==> src/rtl/arm_pkg.sv <==
// Shared widths, ALU command encodings and status-flag indices
// for the ARM core pipeline.
package arm_pkg;

  localparam int DATA_W     = 32;
  localparam int REG_ADDR_W = 4;
  localparam int CMD_W      = 4;

  localparam logic [3:0] EXE_CMD_MOV = 4'b0001;
  localparam logic [3:0] EXE_CMD_MVN = 4'b1001;
  localparam logic [3:0] EXE_CMD_ADD = 4'b0010;
  localparam logic [3:0] EXE_CMD_ADC = 4'b0011;
  localparam logic [3:0] EXE_CMD_SUB = 4'b0100;
  localparam logic [3:0] EXE_CMD_SBC = 4'b0101;
  localparam logic [3:0] EXE_CMD_AND = 4'b0110;
  localparam logic [3:0] EXE_CMD_ORR = 4'b0111;
  localparam logic [3:0] EXE_CMD_EOR = 4'b1000;

  localparam int SR_N = 3;
  localparam int SR_Z = 2;
  localparam int SR_C = 1;
  localparam int SR_V = 0;

  typedef struct packed {
    logic mem_r_en;
    logic mem_w_en;
    logic wb_en;
    logic b;
    logic s;
  } ctrl_t;

endpackage

==> src/rtl/pipe_field_reg.sv <==
// Async-reset register group with load enable and synchronous clear.
// Clear only takes effect on enabled edges, so a held stage keeps its value.
module pipe_field_reg #(
  parameter int W = 8
) (
  input  logic         clk,
  input  logic         rst,
  input  logic         en,
  input  logic         clr,
  input  logic [W-1:0] d,
  output logic [W-1:0] q
);

  always_ff @(posedge clk or posedge rst) begin
    if (rst) begin
      q <= '0;
    end else if (en) begin
      q <= clr ? '0 : d;
    end
  end

endmodule

==> src/rtl/id_ex_reg.sv <==
// ID/EX pipeline register: hold > flush > bubble > load per edge.
// Bubbles kill control only; data still loads for stable forwarding.
module id_ex_reg
  import arm_pkg::*;
#(
  parameter int DATA_W     = arm_pkg::DATA_W,
  parameter int REG_ADDR_W = arm_pkg::REG_ADDR_W,
  parameter int CMD_W      = arm_pkg::CMD_W
) (
  input  logic                  clk,
  input  logic                  rst,
  input  logic                  hold,
  input  logic                  flush,
  input  logic                  bubble,
  input  logic [DATA_W-1:0]     pc_in,
  input  logic [DATA_W-1:0]     val_rn_in,
  input  logic [DATA_W-1:0]     val_rm_in,
  input  logic                  imm_in,
  input  logic [11:0]           shift_operand_in,
  input  logic [23:0]           signed_imm24_in,
  input  logic [REG_ADDR_W-1:0] dest_in,
  input  logic [REG_ADDR_W-1:0] src1_in,
  input  logic [REG_ADDR_W-1:0] src2_in,
  input  logic [CMD_W-1:0]      exe_cmd_in,
  input  logic                  mem_R_en_in,
  input  logic                  mem_W_en_in,
  input  logic                  WB_en_in,
  input  logic                  B_in,
  input  logic                  S_in,
  input  logic [3:0]            sr_in,
  output logic [DATA_W-1:0]     pc_out,
  output logic [DATA_W-1:0]     val_rn_out,
  output logic [DATA_W-1:0]     val_rm_out,
  output logic                  imm_out,
  output logic [11:0]           shift_operand_out,
  output logic [23:0]           signed_imm24_out,
  output logic [REG_ADDR_W-1:0] dest_out,
  output logic [REG_ADDR_W-1:0] src1_out,
  output logic [REG_ADDR_W-1:0] src2_out,
  output logic [CMD_W-1:0]      exe_cmd_out,
  output logic                  mem_R_en_out,
  output logic                  mem_W_en_out,
  output logic                  WB_en_out,
  output logic                  B_out,
  output logic                  S_out,
  output logic [3:0]            sr_out,
  output logic                  valid_out
);

  localparam int DW = 3*DATA_W + 1 + 12 + 24
                    + 3*REG_ADDR_W + CMD_W + 4;
  localparam int CW = $bits(ctrl_t) + 1;

  logic [DW-1:0] data_d;
  logic [DW-1:0] data_q;
  logic [CW-1:0] ctrl_d;
  logic [CW-1:0] ctrl_q;
  ctrl_t         ctrl_in;
  ctrl_t         ctrl_out;
  logic          illegal;
  logic          load_en;
  logic          ctrl_clr;

  assign load_en = !hold;

  // Read and write together is an undecodable op; treat it as a NOP.
  assign illegal  = mem_R_en_in & mem_W_en_in;
  assign ctrl_clr = flush | bubble | illegal;

  assign data_d = {pc_in, val_rn_in, val_rm_in, imm_in,
                   shift_operand_in, signed_imm24_in,
                   dest_in, src1_in, src2_in,
                   exe_cmd_in, sr_in};

  assign {pc_out, val_rn_out, val_rm_out, imm_out,
          shift_operand_out, signed_imm24_out,
          dest_out, src1_out, src2_out,
          exe_cmd_out, sr_out} = data_q;

  assign ctrl_in.mem_r_en = mem_R_en_in;
  assign ctrl_in.mem_w_en = mem_W_en_in;
  assign ctrl_in.wb_en    = WB_en_in;
  assign ctrl_in.b        = B_in;
  assign ctrl_in.s        = S_in;

  assign ctrl_d = {ctrl_in, 1'b1};

  assign ctrl_out     = ctrl_t'(ctrl_q[CW-1:1]);
  assign valid_out    = ctrl_q[0];
  assign mem_R_en_out = ctrl_out.mem_r_en;
  assign mem_W_en_out = ctrl_out.mem_w_en;
  assign WB_en_out    = ctrl_out.wb_en;
  assign B_out        = ctrl_out.b;
  assign S_out        = ctrl_out.s;

  pipe_field_reg #(.W(DW)) u_data (
    .clk (clk),
    .rst (rst),
    .en  (load_en),
    .clr (flush),
    .d   (data_d),
    .q   (data_q)
  );

  pipe_field_reg #(.W(CW)) u_ctrl (
    .clk (clk),
    .rst (rst),
    .en  (load_en),
    .clr (ctrl_clr),
    .d   (ctrl_d),
    .q   (ctrl_q)
  );

endmodule

==> config.mk <==
export PLATFORM = sky130hd
export DESIGN_NAME = id_ex_reg
export DESIGN_NICKNAME = d
export VERILOG_FILES = /design/src/rtl/arm_pkg.sv /design/src/rtl/pipe_field_reg.sv /design/src/rtl/id_ex_reg.sv
export SDC_FILE = /design/constraint.sdc
export NUM_CORES = 1
export LEC_CHECK = 0
export BUFFER_PORTS_ARGS = -buffer_cell sky130_fd_sc_hd__buf_2
export CORE_MARGIN = 5
export CORE_UTILIZATION = 28
export DETAILED_ROUTE_END_ITERATION = 10
export SLEW_MARGIN = 40
export SYNTH_ARGS = -nofsm -noshare
export SYNTH_HDL_FRONTEND = slang
export SYNTH_SLANG_ARGS = --single-unit
export TNS_END_PERCENT = 10
==> constraint.sdc <==
create_clock -name clk -period 5.9 [get_ports clk]
set_input_delay 0.59 -clock clk [delete_from_list [all_inputs] [get_ports clk]]
set_output_delay 0.59 -clock clk [all_outputs]
set_load 0.005 [all_outputs]
==> results_dict.tcl <==
set metrics [dict create \
    post-route-period-util_pct 27.9 \
    cts_resized 0 \
    grt_usage_pct 14.1 \
    synth_warnings 0 \
    ys_seq_area_share_pct 71.1 \
    yosysTopAreaCell "dfrtp_1" \
    port_buffers 321 \
    grt_pass1_vias 4449 \
    clock_latency_ps 410 \
    synth_cell_types 16 \
    ys_seq_elements 159 \
    intPower_mw 2.04 \
    first_iter_violations 168 \
    dieArea_um2 22900 \
    pwr-share-clk_pct 43.2 \
    outcome "completed" \
    met3_usage_pct 4.49 \
    drc 0 \
    synth_top_area_share_pct 71.1 \
    coreArea_um2 19600 \
    root_buffer "clkbuf_16" \
    fin_setup_tns_ps 0 \
    holdWs_ps 235 \
    power_mw 2.67 \
    avgViaCountPerCell 4.58 \
    clock.fmax_mhz 607 \
    cp.arrival_ps 2000 \
    die_w_um 151 \
    via_count 4338 \
    rsz0062_at_grt "no" \
    avgSynthCellArea_um2 15.6 \
    grt_busiest_layer "met2" \
    syn-cell-area_um2 5600 \
    grt_pass1_wl_mm 24.8 \
    numClockSinks 159 \
    drive_gt1_share_pct 52.5 \
    switchingPower_uw 634 \
    p_seq_share_pct 45.5 \
    cts_tree "yes" \
    setup_viol 0 \
    period_needed_ps 1650 \
    use_met1_pct 17.7 \
    wire_per_inst_um 17.7 \
    final_area_um2 8040 \
    gp_congestion 0.758 \
    finalHoldViolations 0 \
    maxSlewHeadroom_pct 46.4 \
    layout_common_cells "buf_2, dfrtp_1, a22o_1" \
    nFillCells 1918 \
    postCtsSetupBuffers 0 \
    worstSetupStartpointType "input port" \
    grt_max_degree 93 \
    dp_hpwl_mm 11.7 \
    p_comb_share_pct 11.3 \
    synthCells 360 \
    p_leak_nw 4.43 \
    irDropWorstVdd_mv 0.163 \
    min_path_type "in -> async" \
    synth.net_count 523 \
    htreeDepth 4 \
    ys_top_cells_by_area "dfrtp_1, a22o_1, buf_2, buf_4, clkbuf_1" \
    met2_usage_pct 22.6 \
    maxSlewViolCount 0 \
    power_density_nw_per_um2 332 \
    gr-total-overflow 0 \
    dr.pass1.iters 4 \
    antenna_found_initial 1 \
    criticalPathCategory "in -> reg" \
    dieHeight_um 151 \
    endpoint_kind "flip-flop" \
    finClkSkew_ps 0 \
    cts_max_path_buffers 2 \
    netSwitchingFraction_pct 23.7 \
    routed_wl_mm 16.8 \
    fin_nets 834 \
    drtAntennaViolNets 0 \
    final_common_cell "buf_2" \
    num_antenna_cells 0 \
    critPathRequiredTime_ps 6260 \
    ios 322 \
    postPlaceCellArea_um2 7410 \
    cp_max_fo 86 \
    postCtsHoldBufs 0 \
    drv_cap 0 \
    start_util_pct 28.6 \
    syn2layout_area_growth_pct 43.7 \
    clk_pin_slew_ps 70 \
    final_util_pct 41.1 \
    worstMarginPinSlew_ps 804 \
    numCtsBuffers 17 \
    num_rows 51 \
]
## critical path, cell delays in order
cell	delay (ps)
buf_6	420
buf_6	570
a22o_1	260
## cells in the mapped netlist (all sizes together)
| master | n |
|---|---|
| dfrtp | 159 |
| a22o | 156 |
| buf | 23 |
| clkbuf | 11 |
| nand2 | 2 |
| o21ai | 2 |
| a2111oi | 1 |
| a21o | 1 |
| inv | 1 |
| nand2b | 1 |
| nor2 | 1 |
| nor4 | 1 |
| or4b | 1 |
## state kept, by name (all words and copies together) (netlist names)
| signal | count |
|---|---|
| u_data.q | 153 |
| u_ctrl.q | 6 |
## cells by family after synthesis
| kind of cell | Yosys count | synth area share, % |
|---|---|---|
| AOI/OAI and AO/OA | 160 | 25.0 |
| DFF | 159 | 71.1 |
| buffers and inverters | 35 | 3.31 |
| and+or+nand+nor | 6 | 0.648 |
## power groups by stage
stage,clock (mW),sequential (mW),combinational (mW)
floorplan,0,1.24,0.124
global placement,0,1.24,0.303
detailed placement,0,1.24,0.308
CTS,1.20,1.22,0.308
global route,1.24,1.23,0.333
finish,1.15,1.22,0.301
## layout make-up
type	instances	area, um^2	share of cell area [%]
sequential	159	3980	49.5
clock buffer	18	429	5.34
tap	265	332	4.12
multi-input combinational	166	1440	17.9
clock inverter	12	183	2.27
inverter	1	11.3	0.140
timing repair buffer	326	1670	20.8
## stage by stage
stage | setup WS [ps] | std cells
CTS | 4070 | 946
finish | 4250 | 947
floorplan | 1020 | 360
detailed placement | 3620 | 916
global placement | 3390 | 916
global route | 4180 | 947
## metal layers
layer	vias to the layer above	share of wire, %
li1	2024	-
met1	2103	41
met2	179	49
met3	30	7.4
met4	2	2.2
met5	-	0.078
## path summary, 6_finish.rpt
path                               startpoint  cells after the start             to  slack, ps
worst min-delay path                      rst                      2  u_data.q[132]        240
max in group asynchronous                 rst                      3    u_data.q[7]       4570
worst max-delay path                     hold                      3  u_data.q[128]       4250
worst min register to register    u_ctrl.q[4]                      2    u_ctrl.q[4]        480
min in group clk                    pc_in[14]                      2  u_data.q[135]        380
worst max register to register  u_data.q[126]                      1  u_data.q[126]       5150
Note: power is estimated with default switching activity, not from simulation.
